[src/rtl/spi_sram_slave.sv]
// SPI slave emulating a 23LC-style serial SRAM (READ/WRITE, 24-bit address,
// sequential mode), bridged onto a byte-wide synchronous memory port.
module spi_sram_slave (
  input  logic        clk,
  input  logic        rst_n,
  input  logic        en,
  input  logic        cs_n,
  input  logic        mosi,
  output logic        miso,
  output logic [23:0] mem_addr,
  output logic        mem_en,
  output logic        mem_wr,
  output logic [7:0]  mem_wdata,
  input  logic [7:0]  mem_rdata
);

  typedef enum logic [2:0] {
    IDLE,
    CMD,
    ADDR,
    READ,
    WRITE,
    IGNORE
  } state_t;

  state_t      state_q, state_d;
  logic [4:0]  cnt_q, cnt_d;
  logic        armed_q, armed_d;
  logic        rd_q, rd_d;
  logic [7:0]  sr_q, sr_d;
  logic [7:0]  osr_q, osr_d;
  logic [23:0] addr_q, addr_d;
  logic        miso_q, miso_d;
  logic        mem_en_q, mem_en_d;
  logic        mem_wr_q, mem_wr_d;
  logic [23:0] mem_addr_q, mem_addr_d;
  logic [7:0]  mem_wdata_q, mem_wdata_d;

  logic [7:0]  sr_next;
  logic [23:0] addr_next;
  logic [4:0]  cnt_wrap;

  assign sr_next   = {sr_q[6:0], mosi};
  assign addr_next = {addr_q[22:0], mosi};
  assign cnt_wrap  = (cnt_q == 5'd7) ? '0 : cnt_q + 5'd1;

  always_comb begin
    state_d     = state_q;
    cnt_d       = cnt_q;
    armed_d     = armed_q;
    rd_d        = rd_q;
    sr_d        = sr_q;
    osr_d       = osr_q;
    addr_d      = addr_q;
    miso_d      = miso_q;
    mem_en_d    = 1'b0;
    mem_wr_d    = 1'b0;
    mem_addr_d  = mem_addr_q;
    mem_wdata_d = mem_wdata_q;

    if (en) begin
      if (cs_n) begin
        state_d = IDLE;
        cnt_d   = '0;
        miso_d  = 1'b0;
        osr_d   = '0;
        armed_d = 1'b1;
      end else begin
        unique case (state_q)
          // a transaction may only start once cs_n has been seen high
          IDLE: begin
            if (armed_q) begin
              sr_d    = sr_next;
              cnt_d   = 5'd1;
              state_d = CMD;
            end
          end
          CMD: begin
            sr_d  = sr_next;
            cnt_d = cnt_q + 5'd1;
            if (cnt_q == 5'd7) begin
              cnt_d = '0;
              if (sr_next[6:0] == 7'h03) begin
                state_d = ADDR;
                rd_d    = 1'b1;
              end else if (sr_next[6:0] == 7'h02) begin
                state_d = ADDR;
                rd_d    = 1'b0;
              end else begin
                state_d = IGNORE;
              end
            end
          end
          ADDR: begin
            addr_d = addr_next;
            cnt_d  = cnt_q + 5'd1;
            if (cnt_q == 5'd23) begin
              cnt_d  = '0;
              osr_d  = '0;
              miso_d = 1'b0;
              if (rd_q) begin
                state_d    = READ;
                mem_en_d   = 1'b1;
                mem_addr_d = addr_next;
                addr_d     = addr_next + 24'd1;
              end else begin
                state_d = WRITE;
              end
            end
          end
          // slot 1 loads the fetched byte, slot 7 prefetches the next one
          READ: begin
            cnt_d = cnt_wrap;
            if (cnt_q == 5'd1) begin
              miso_d = mem_rdata[7];
              osr_d  = {mem_rdata[6:0], 1'b0};
            end else begin
              miso_d = osr_q[7];
              osr_d  = {osr_q[6:0], 1'b0};
            end
            if (cnt_q == 5'd7) begin
              mem_en_d   = 1'b1;
              mem_addr_d = addr_q;
              addr_d     = addr_q + 24'd1;
            end
          end
          WRITE: begin
            sr_d  = sr_next;
            cnt_d = cnt_wrap;
            if (cnt_q == 5'd7) begin
              mem_en_d    = 1'b1;
              mem_wr_d    = 1'b1;
              mem_wdata_d = sr_next;
              mem_addr_d  = addr_q;
              addr_d      = addr_q + 24'd1;
            end
          end
          IGNORE: begin
            miso_d = 1'b0;
          end
          default: begin
            state_d = IDLE;
          end
        endcase
      end
    end
  end

  always_ff @(posedge clk or negedge rst_n) begin
    if (!rst_n) begin
      state_q     <= IDLE;
      cnt_q       <= '0;
      armed_q     <= 1'b0;
      rd_q        <= 1'b0;
      sr_q        <= '0;
      osr_q       <= '0;
      addr_q      <= '0;
      miso_q      <= 1'b0;
      mem_en_q    <= 1'b0;
      mem_wr_q    <= 1'b0;
      mem_addr_q  <= '0;
      mem_wdata_q <= '0;
    end else begin
      state_q     <= state_d;
      cnt_q       <= cnt_d;
      armed_q     <= armed_d;
      rd_q        <= rd_d;
      sr_q        <= sr_d;
      osr_q       <= osr_d;
      addr_q      <= addr_d;
      miso_q      <= miso_d;
      mem_en_q    <= mem_en_d;
      mem_wr_q    <= mem_wr_d;
      mem_addr_q  <= mem_addr_d;
      mem_wdata_q <= mem_wdata_d;
    end
  end

  assign miso      = miso_q;
  assign mem_en    = mem_en_q;
  assign mem_wr    = mem_wr_q;
  assign mem_addr  = mem_addr_q;
  assign mem_wdata = mem_wdata_q;

endmodule

[config.mk]
export PLATFORM = sky130hd
export DESIGN_NAME = spi_sram_slave
export DESIGN_NICKNAME = d
export VERILOG_FILES = /design/src/rtl/spi_sram_slave.sv
export SDC_FILE = /design/constraint.sdc
export NUM_CORES = 1
export LEC_CHECK = 0
export CAP_MARGIN = 20
export CELL_PAD_IN_SITES_DETAIL_PLACEMENT = 0
export CELL_PAD_IN_SITES_GLOBAL_PLACEMENT = 1
export CORE_ASPECT_RATIO = 0.5
export CORE_MARGIN = 4
export CORE_UTILIZATION = 35
export DETAILED_ROUTE_END_ITERATION = 6
export GPL_TIMING_DRIVEN = 0
export PLACE_DENSITY_LB_ADDON = 0.1
export SLEW_MARGIN = 20
export SYNTH_ARGS = -nofsm -noshare
export SYNTH_HDL_FRONTEND = slang
export SYNTH_SLANG_ARGS = --single-unit
[constraint.sdc]
create_clock -name clk -period 2.45 [get_ports clk]
set_input_delay 0.735 -clock clk [delete_from_list [all_inputs] [get_ports clk]]
set_output_delay 0.735 -clock clk [all_outputs]
set_load 0.1 [all_outputs]
* After elaboration in Yosys (flattened, before gate mapping)
Index checks and enable logic that the tools add are counted.
** Cells by class
- Bitwise gates (word level) :: 1
- Muxes and demuxes :: 42
- Add/sub/neg operators :: 3
- Reduce and logical (&&, ||, !) cells :: 21
- Eq/ne operators :: 18
** Operators with widths (count)
- $mux W24 :: 6
- $pmux W24 S2 :: 2
- $add A24 B1 Y24 const B :: 2
- $mux W8 :: 3
- $mux W3 :: 7
- $mux W5 :: 4
- $pmux W8 S2 :: 1
- $pmux W5 S3 :: 1
- $eq A7 B2 Y1 const B :: 2
- $pmux W7 S2 :: 1
- $mux W1 :: 13
- $pmux W3 S4 :: 1
- $reduce_and A4 Y1 :: 3
- $reduce_and A5 Y1 :: 2
- $ne A3 B3 Y1 const B :: 3
- $reduce_and A3 Y1 :: 3
- $reduce_bool A4 Y1 :: 2
- $mux W7 :: 1
- $eq A3 B2 Y1 const B :: 2
- $eq A3 B3 Y1 const B :: 2
- $ne A2 B2 Y1 const B :: 3
- $reduce_and A6 Y1 :: 1
- $reduce_bool A2 Y1 :: 3
- $reduce_or A3 Y1 :: 2
- 13 further kinds :: 15
** Word-level totals
- Output and inout bits :: 35
- Input port bits :: 13
- Word-level logic and storage cells :: 97
- Register bits after elaboration :: 84

* Longest topological paths before layout
Gate-level depths: netlist of run 1.
- Word-level depth :: 6
- Mapped depth :: 9
- Mapped depth without buffers :: 6

* Worst setup path before layout of run 1
No wires, ideal clock.
- Path type :: in2reg
- From :: in cs_n
- To :: reg sr_q[0]
- Required time :: 2.325 ns
- Slack :: 0.334 ns
- Buffers on the path :: 2
- Library setup time :: 0.125 ns
- Stages :: 5
- Arrival time :: 1.991 ns
- Path through :: and2b_2 -> clkbuf_1 -> and3_1 -> clkbuf_1 -> mux2_2
** On the way
- Longest elaborated chain between the ends :: 2
** RTL lines
- start: declaration :: RTL line 7 : input logic cs_n,
- $not A1 Y1 (no source line)
- $reduce_and A4 Y1 (no source line)
- end signal: assignment :: RTL line 168 : sr_q <= sr_d;
- end: declaration :: RTL line 30 : logic [7:0] sr_q, sr_d;
Every way passes these cells.
A chain may end at the register's enable or synchronous reset.

* Worst setup path in the final report of run 1
- From :: reg state_q[0]
- To :: reg mem_addr_q[0] (netlist: mem_addr[0])
** On the way
- Longest elaborated chain between the ends :: 4
- Elaborated cells on any way between the ends :: 10
- Those cells by class :: 6 x eq/ne; 1 x mux; 3 x reduce/logical
** RTL lines
- start: declaration :: RTL line 26 : state_t state_q, state_d;
- start signal: assignment :: RTL line 164 : state_q <= state_d;
- $eq A3 B3 Y1 or $eq A3 B2 Y1 (tied branches) :: RTL line 69 : unique case (state_q)
- $reduce_or A2 Y1 (no source line)
- $ne A2 B1 Y1 (no source line) or $reduce_bool A2 Y1 (tied branches)
- $reduce_and A6 Y1 (no source line)
- end signal: assignment :: RTL line 174 : mem_addr_q <= mem_addr_d;
- end: declaration :: RTL line 36 : logic [23:0] mem_addr_q, mem_addr_d;
Several ways; a longest one is shown, not always the timed one.

==> flow_summary.yaml, run 1 <==
status:
  status: "complete, no violations"
final_layout:
  regArea_sq_um: 2078
  layout-drive-gt1-share_pct: 19.25
  fin_util_pct: 43.68
  syn2layout_area_growth_pct: 21.45
  nets: 651
  multi_input_area_sq_um: 2903
  diodes: 0
  final_area_sq_um: 6354
  fillerInstances: 1502
place:
  postPlaceCellArea_sq_um: 5978
  hpwl_microns: 11060
  port_buffers: 47
  post-place-ws_ns: -0.7971
  gp_congestion: 0.8183
floorplanning:
  die_y_microns: 94.45
  die_w_microns: 180.9
  initial_core_util_pct: 35.97
  coreArea_sq_um: 14550
  rows: 31
  fp.dieArea_sq_um: 17090
  ioPinCount: 48
worst_setup_path:
  crit_start: "state_q[0]$_DFFE_PN0P_"
  worst-setup-path-type: "reg -> reg"
  cp_max_fo: 10
  reg2regPathDepth: 7
  r2r_slack_ns: 0.09
  startpoint_type: "flop"
  required_ns: 2.67
  reg2reg_to: "mem_addr[0]$_DFFE_PN0P_"
  setup.worst_path.end_class: "flop"
  r2r-start: "state_q[0]$_DFFE_PN0P_"
  critPathArrivalTime_ns: 2.58
  critical_path.endpoint: "mem_addr[0]$_DFFE_PN0P_"
global_route:
  grt_util_all_layers_pct: 18.83
  grt_pass1_wl_microns: 25390
  antenna_found_initial: 0
  grt_pass1_vias: 4372
  grt_max_degree: 48
  gr-total-overflow: 0
cts:
  clockBufferDepth: 2
  clk_latency_ns: 0.34
  cts_root_buf: "clkbuf_16"
  cts_max_level: 3
  tritoncts: "done"
  postCtsHoldBufs: 0
  cts.sinks: 83
  path_clk_slew_ns: 0.07
  cts_buffers: 9
power:
  ir_drop_mv: 0.3552
  power_density_nw_per_um2: 800.1
  p_leak_nw: 2.778
sta:
  fin_ws_ns: 0.08847
  fin_crit_sh_pct: 96.39
  maxSlewHeadroom_pct: 34.99
  hold_violations: 0
  tightest_slew_ns: 0.9790
  max_freq_mhz: 423.5
  finalClockSkew_ns: 0.009894
  hold_slack_ns: 0.2965
  setup_viol: 0
  period_needed_ns: 2.362
  rsz0062_at_grt: "true"
  slew_viol_final: 0
synth:
  ys_ff_latch: 83
  synth_ff_type: "dfrtp_1"
  postSynthAreaPerCell_sq_um: 9.114
  synth_area_sq_um: 5231
  ys_async_sr_fraction_pct: 100.0
  yosys_warnings: 0
  synth_cell_types: 76
  seq_area_frac_synth_pct: 39.70
  synth_edf_count: 0
  netlist_instances: 574
  syn-num-nets: 591
routing:
  drcViolationCount: 0
  dr_total_vias: 4678
  drtAntennaViolNets: 0
  postRouteWirelength_microns: 15740
  vias_per_cell: 5.589
  routedWlPerCell_microns: 18.80
  firstDrtPassIters: 7
  drt_iter0_drc: 451
flow_run:
  cap_violations: 0
min_path:
  min_path_type: "in -> async"
## where the power goes
group / internal, mW / switching (mW) / total (mW)
Sequential: 1.58 / 0.214 / 1.79
Clock: 0.897 / 0.598 / 1.49
Combinational: 0.642 / 1.15 / 1.80
Total: 3.12 / 1.97 / 5.08
## layer usage
layer	vias up	part of all wire (%)	GRT usage, %
met2	159	41	27.21
met1	2268	52	28.59
met3	8	7.0	4.771
li1	2243	-	-
met5	-	0	0
met4	0	0.58	3.208
## flip-flops by register name, summed over array words and instances, names as in the netlist
register and flops:
addr_q 24, mem_addr 24, mem_wdata 8, osr_q 7
sr_q 7, cnt_q 5, state_q 3, armed_q 1
mem_en 1, mem_wr 1, miso 1, rd_q 1
## cell usage after synthesis (11+ instances only)
library cell,n,share of area [%]
nor3_1,16,1.5
buf_2,25,2.4
a21oi_2,11,1.8
dfrtp_1,83,40
o31ai_1,12,1.7
nor2_1,26,1.9
nand3_1,24,2.3
mux2_2,16,3.4
nand2_1,67,4.8
a21oi_1,53,5.1
clkbuf_1,22,1.6
o21ai_0,21,2.0
mux2i_1,18,3.4
## through the flow
stage | cells | TNS, ns | power (mW)
after floorplan | 574 | 0 | 3.020
after global placement | 819 | -264.58 | 3.539
after detailed placement | 820 | -34.24 | 3.548
after CTS | 835 | 0 | 5.064
after global routing | 837 | -0.007937 | 5.408
final | 837 | 0 | 5.084
## logic make-up after synthesis
kind of cell,synth area share (%)
muxes,6.888
and+or+nand+nor,20.74
AOI/OAI and AO/OA,22.87
xor gates and xnor gates,2.511
DFF,39.70
buffers and inverters,6.338
adders and majority gates,0.9567
## critical path, cell delays in order (launching register included)
cell     delay [ns]
dfrtp_1        0.36
buf_2          0.19
nor3b_4        0.37
or2_2          0.18
buf_2          0.24
buf_2          0.33
mux2i_1        0.47
a21oi_2        0.10
## timing repair
item / CTS / global route
pin swaps: 0 / 1
gates resized for setup: 45 / 18
endpoints found under the setup margin: 92 / 48
setup buffers: 0 / 2
## placed cells by master (no fill, tap or decap), types with 5 or more instances in the layout
cell	Yosys	final
nor2_1	26	24
o21ai_0	21	21
buf_6	5	6
dlygate4sd2_1	0	35
clkbuf_16	0	9
a311oi_1	5	5
buf_2	25	24
a21oi_1	53	53
buf_4	3	5
a31oi_2	8	8
mux2_2	16	16
clkdlybuf4s50_1	0	10
dfrtp_1	83	82
a21oi_2	11	11
nor4_1	7	6
nor3_1	16	16
xnor2_1	10	10
nand2_1	67	67
nand4_1	10	10
a211oi_1	6	6
xor2_1	5	5
o21ai_1	5	5
a31oi_1	10	10
mux2i_1	18	18
and4_1	5	5
o31ai_1	12	12
clkbuf_1	22	17
nand3_1	24	22
inv_1	10	10
## worst min path at each step
| stage | startpoint | to | slack, ns | depth (start not counted) |
|---|---|---|---|---|
| final | rst_n | mem_addr[23]$_DFFE_PN0P_ | 0.30 | 1 |
| after CTS | rst_n | mem_addr[23]$_DFFE_PN0P_ | 0.31 | 1 |
| after global routing | rst_n | mem_addr[23]$_DFFE_PN0P_ | 0.33 | 1 |
| after detailed placement | mem_wdata[7]$_DFFE_PN0P_ | mem_wdata[7]$_DFFE_PN0P_ | 0.46 | 2 |
| after floorplan | sr_q[6]$_DFFE_PN0P_ | mem_wdata[7]$_DFFE_PN0P_ | 0.43 | 2 |
| after global placement | osr_q[4]$_DFFE_PN0P_ | osr_q[4]$_DFFE_PN0P_ | 0.46 | 2 |
## area by class of cell
class / instances / share of cell area [%]
Buffer: 56 / 4.726
Clock buffer: 10 / 3.604
Clock inverter: 6 / 1.378
Inverter: 10 / 0.5908
Multi-Input combinational cell: 424 / 45.69
Sequential cell: 83 / 32.71
Tap cell: 198 / 3.899
Timing Repair Buffer: 50 / 7.404
Note: power is estimated with default switching activity, not from simulation.
==> inputs of run 2 (changes only) <==
==> constraint.sdc (replaced) <==
create_clock -name clk -period 2.16 [get_ports clk]
set_input_delay 0.648 -clock clk [delete_from_list [all_inputs] [get_ports clk]]
set_output_delay 0.648 -clock clk [all_outputs]
set_load 0.1 [all_outputs]
==> run 2 against run 1 <==
The flow now finishes with violations (DRC). Non-clock buffer count is 10 higher. Clock skew is 0.0013 ns lower. Final cell count is 1.2% higher.
==> flow_summary.yaml, run 2 (synthesized netlist as in run 1, its figures left out) <==
routing:
  routedWlPerCell_microns: 18.60
  postRouteWirelength_microns: 15750
  firstDrtPassIters: 7
  drcViolationCount: 1
  drtAntennaViolNets: 0
  vias_per_cell: 5.545
  drt_iter0_drc: 438
  dr_total_vias: 4697
cts:
  cts_max_level: 3
  clk_latency_ns: 0.34
  cts.sinks: 83
  tritoncts: "done"
  postCtsHoldBufs: 0
  path_clk_slew_ns: 0.07
  cts_root_buf: "clkbuf_16"
  cts_buffers: 9
  clockBufferDepth: 2
sta:
  fin_crit_sh_pct: 97.92
  hold_violations: 0
  maxSlewHeadroom_pct: 37.37
  tightest_slew_ns: 0.9431
  setup_viol: 0
  finalClockSkew_ns: 0.008562
  max_freq_mhz: 472.8
  setup-tns-final_ns: 0
  slew_viol_final: 0
  period_needed_ns: 2.115
  rsz0062_at_grt: "true"
worst_setup_path:
  slowest_stage: "clkdlybuf4s15_1"
  setup.worst_path.end_class: "primary output"
  cp_cell_sequence: "clkdlybuf4s15_1"
  cp_slowest_stage_delay_ns: 0.81
  reg2regPathDepth: 8
  worst-setup-path-type: "reg -> out"
  crit_buf_inv: 1
  startpoint_type: "flop"
  cp_max_fo: 1
  required_ns: 1.51
  cp_top_family: "buffers and inverters"
  r2r_slack_ns: 0.08
  critPathArrivalTime_ns: 1.47
  reg2reg_to: "addr_q[16]$_DFFE_PN0P_"
  r2r-start: "cnt_q[1]$_DFFE_PN0P_"
power:
  power_density_nw_per_um2: 891.1
  ir_drop_mv: 0.4042
  p_leak_nw: 2.702
final_layout:
  nets: 661
  layout-drive-gt1-share_pct: 28.35
  diodes: 0
  final_common_cell: "dfrtp_1"
  fin_util_pct: 45.52
  syn2layout_area_growth_pct: 26.57
  layout_common_cells: "dfrtp_1 (81), nand2_1 (67), a21oi_1 (53)"
  fillerInstances: 1482
floorplanning:
  coreArea_sq_um: 14550
  rows: 31
  initial_core_util_pct: 35.97
  die_w_microns: 180.9
  fp.dieArea_sq_um: 17090
  ioPinCount: 48
  die_y_microns: 94.45
flow_run:
  cap_violations: 0
place:
  hpwl_microns: 11060
  port_buffers: 47
  gp_congestion: 0.8183
status:
  failed_checks: "DRC"
  status: "finished, violations left"
global_route:
  grt_max_degree: 48
  grt_pass1_wl_microns: 25480
  grt_util_all_layers_pct: 18.86
  grt_pass1_vias: 4387
  gr-total-overflow: 0
  antenna_found_initial: 0
min_path:
  min_path_type: "in -> async"
[run 2: routing by layer]
metal	vias up	track usage [%]	routed length, microns
li1	2271	-	-
met1	2287	29.08	8369
met2	132	27.27	6491
met3	7	4.040	802
met4	0	3.208	86
met5	-	0	0
[run 2: worst max path at each step]
stage | from | end | slack, ns | depth (start not counted)
2_1_floorplan | cs_n | sr_q[0]$_DFFE_PN0P_ | 0.13 | 5
3_3_place_gp | rst_n | cnt_q[1]$_DFFE_PN0P_ | -3.00 | 1
3_5_place_dp | mosi | addr_q[14]$_DFFE_PN0P_ | -1.00 | 7
4_1_cts | rd_q$_DFFE_PN0P_ | addr_q[20]$_DFFE_PN0P_ | 0.002 | 6
5_1_grt | state_q[2]$_DFFE_PN0P_ | addr_q[9]$_DFFE_PN0P_ | -0.04 | 8
6_report | mem_en$_DFF_PN0_ | mem_en | 0.04 | 1
[run 2: timing repair]
item	4_1_cts	5_1_grt
setup buffers	3	9
pin swaps	1	2
setup endpoints to repair	110	53
gates resized for setup	140	29
cloned	0	0
endpoints found under the hold margin	0	0
[run 2: final cells by class]
class	count	area (sq um)	share of cell area, %
Clock buffer	10	229.0	3.458
Sequential cell	83	2079	31.41
Multi-Input combinational cell	424	2983	45.05
Timing Repair Buffer	60	619.3	9.354
Inverter	10	37.54	0.5669
Clock inverter	6	87.58	1.323
Tap cell	198	247.7	3.742
Buffer	56	337.8	5.102
[run 2: metrics by stage]
stage,worst slack (ns),hold slack [ns],total power [mW],cells,area [sq um]
after floorplan,0.1313,0.3524,3.425,574,5231
after global routing,-0.03932,0.2416,6.271,847,6621
after global placement,-2.996,0.4638,4.014,819,5949
after detailed placement,-1.000,0.4622,4.025,820,5978
final,0.04489,0.2103,5.900,847,6621
after CTS,0.001782,0.2257,5.814,838,6489
[run 2: where the power goes]
part	switching [mW]	internal, mW
Clock	0.678	1.02
Sequential	0.251	1.79
Combinational	1.34	0.819
Total	2.27	3.63
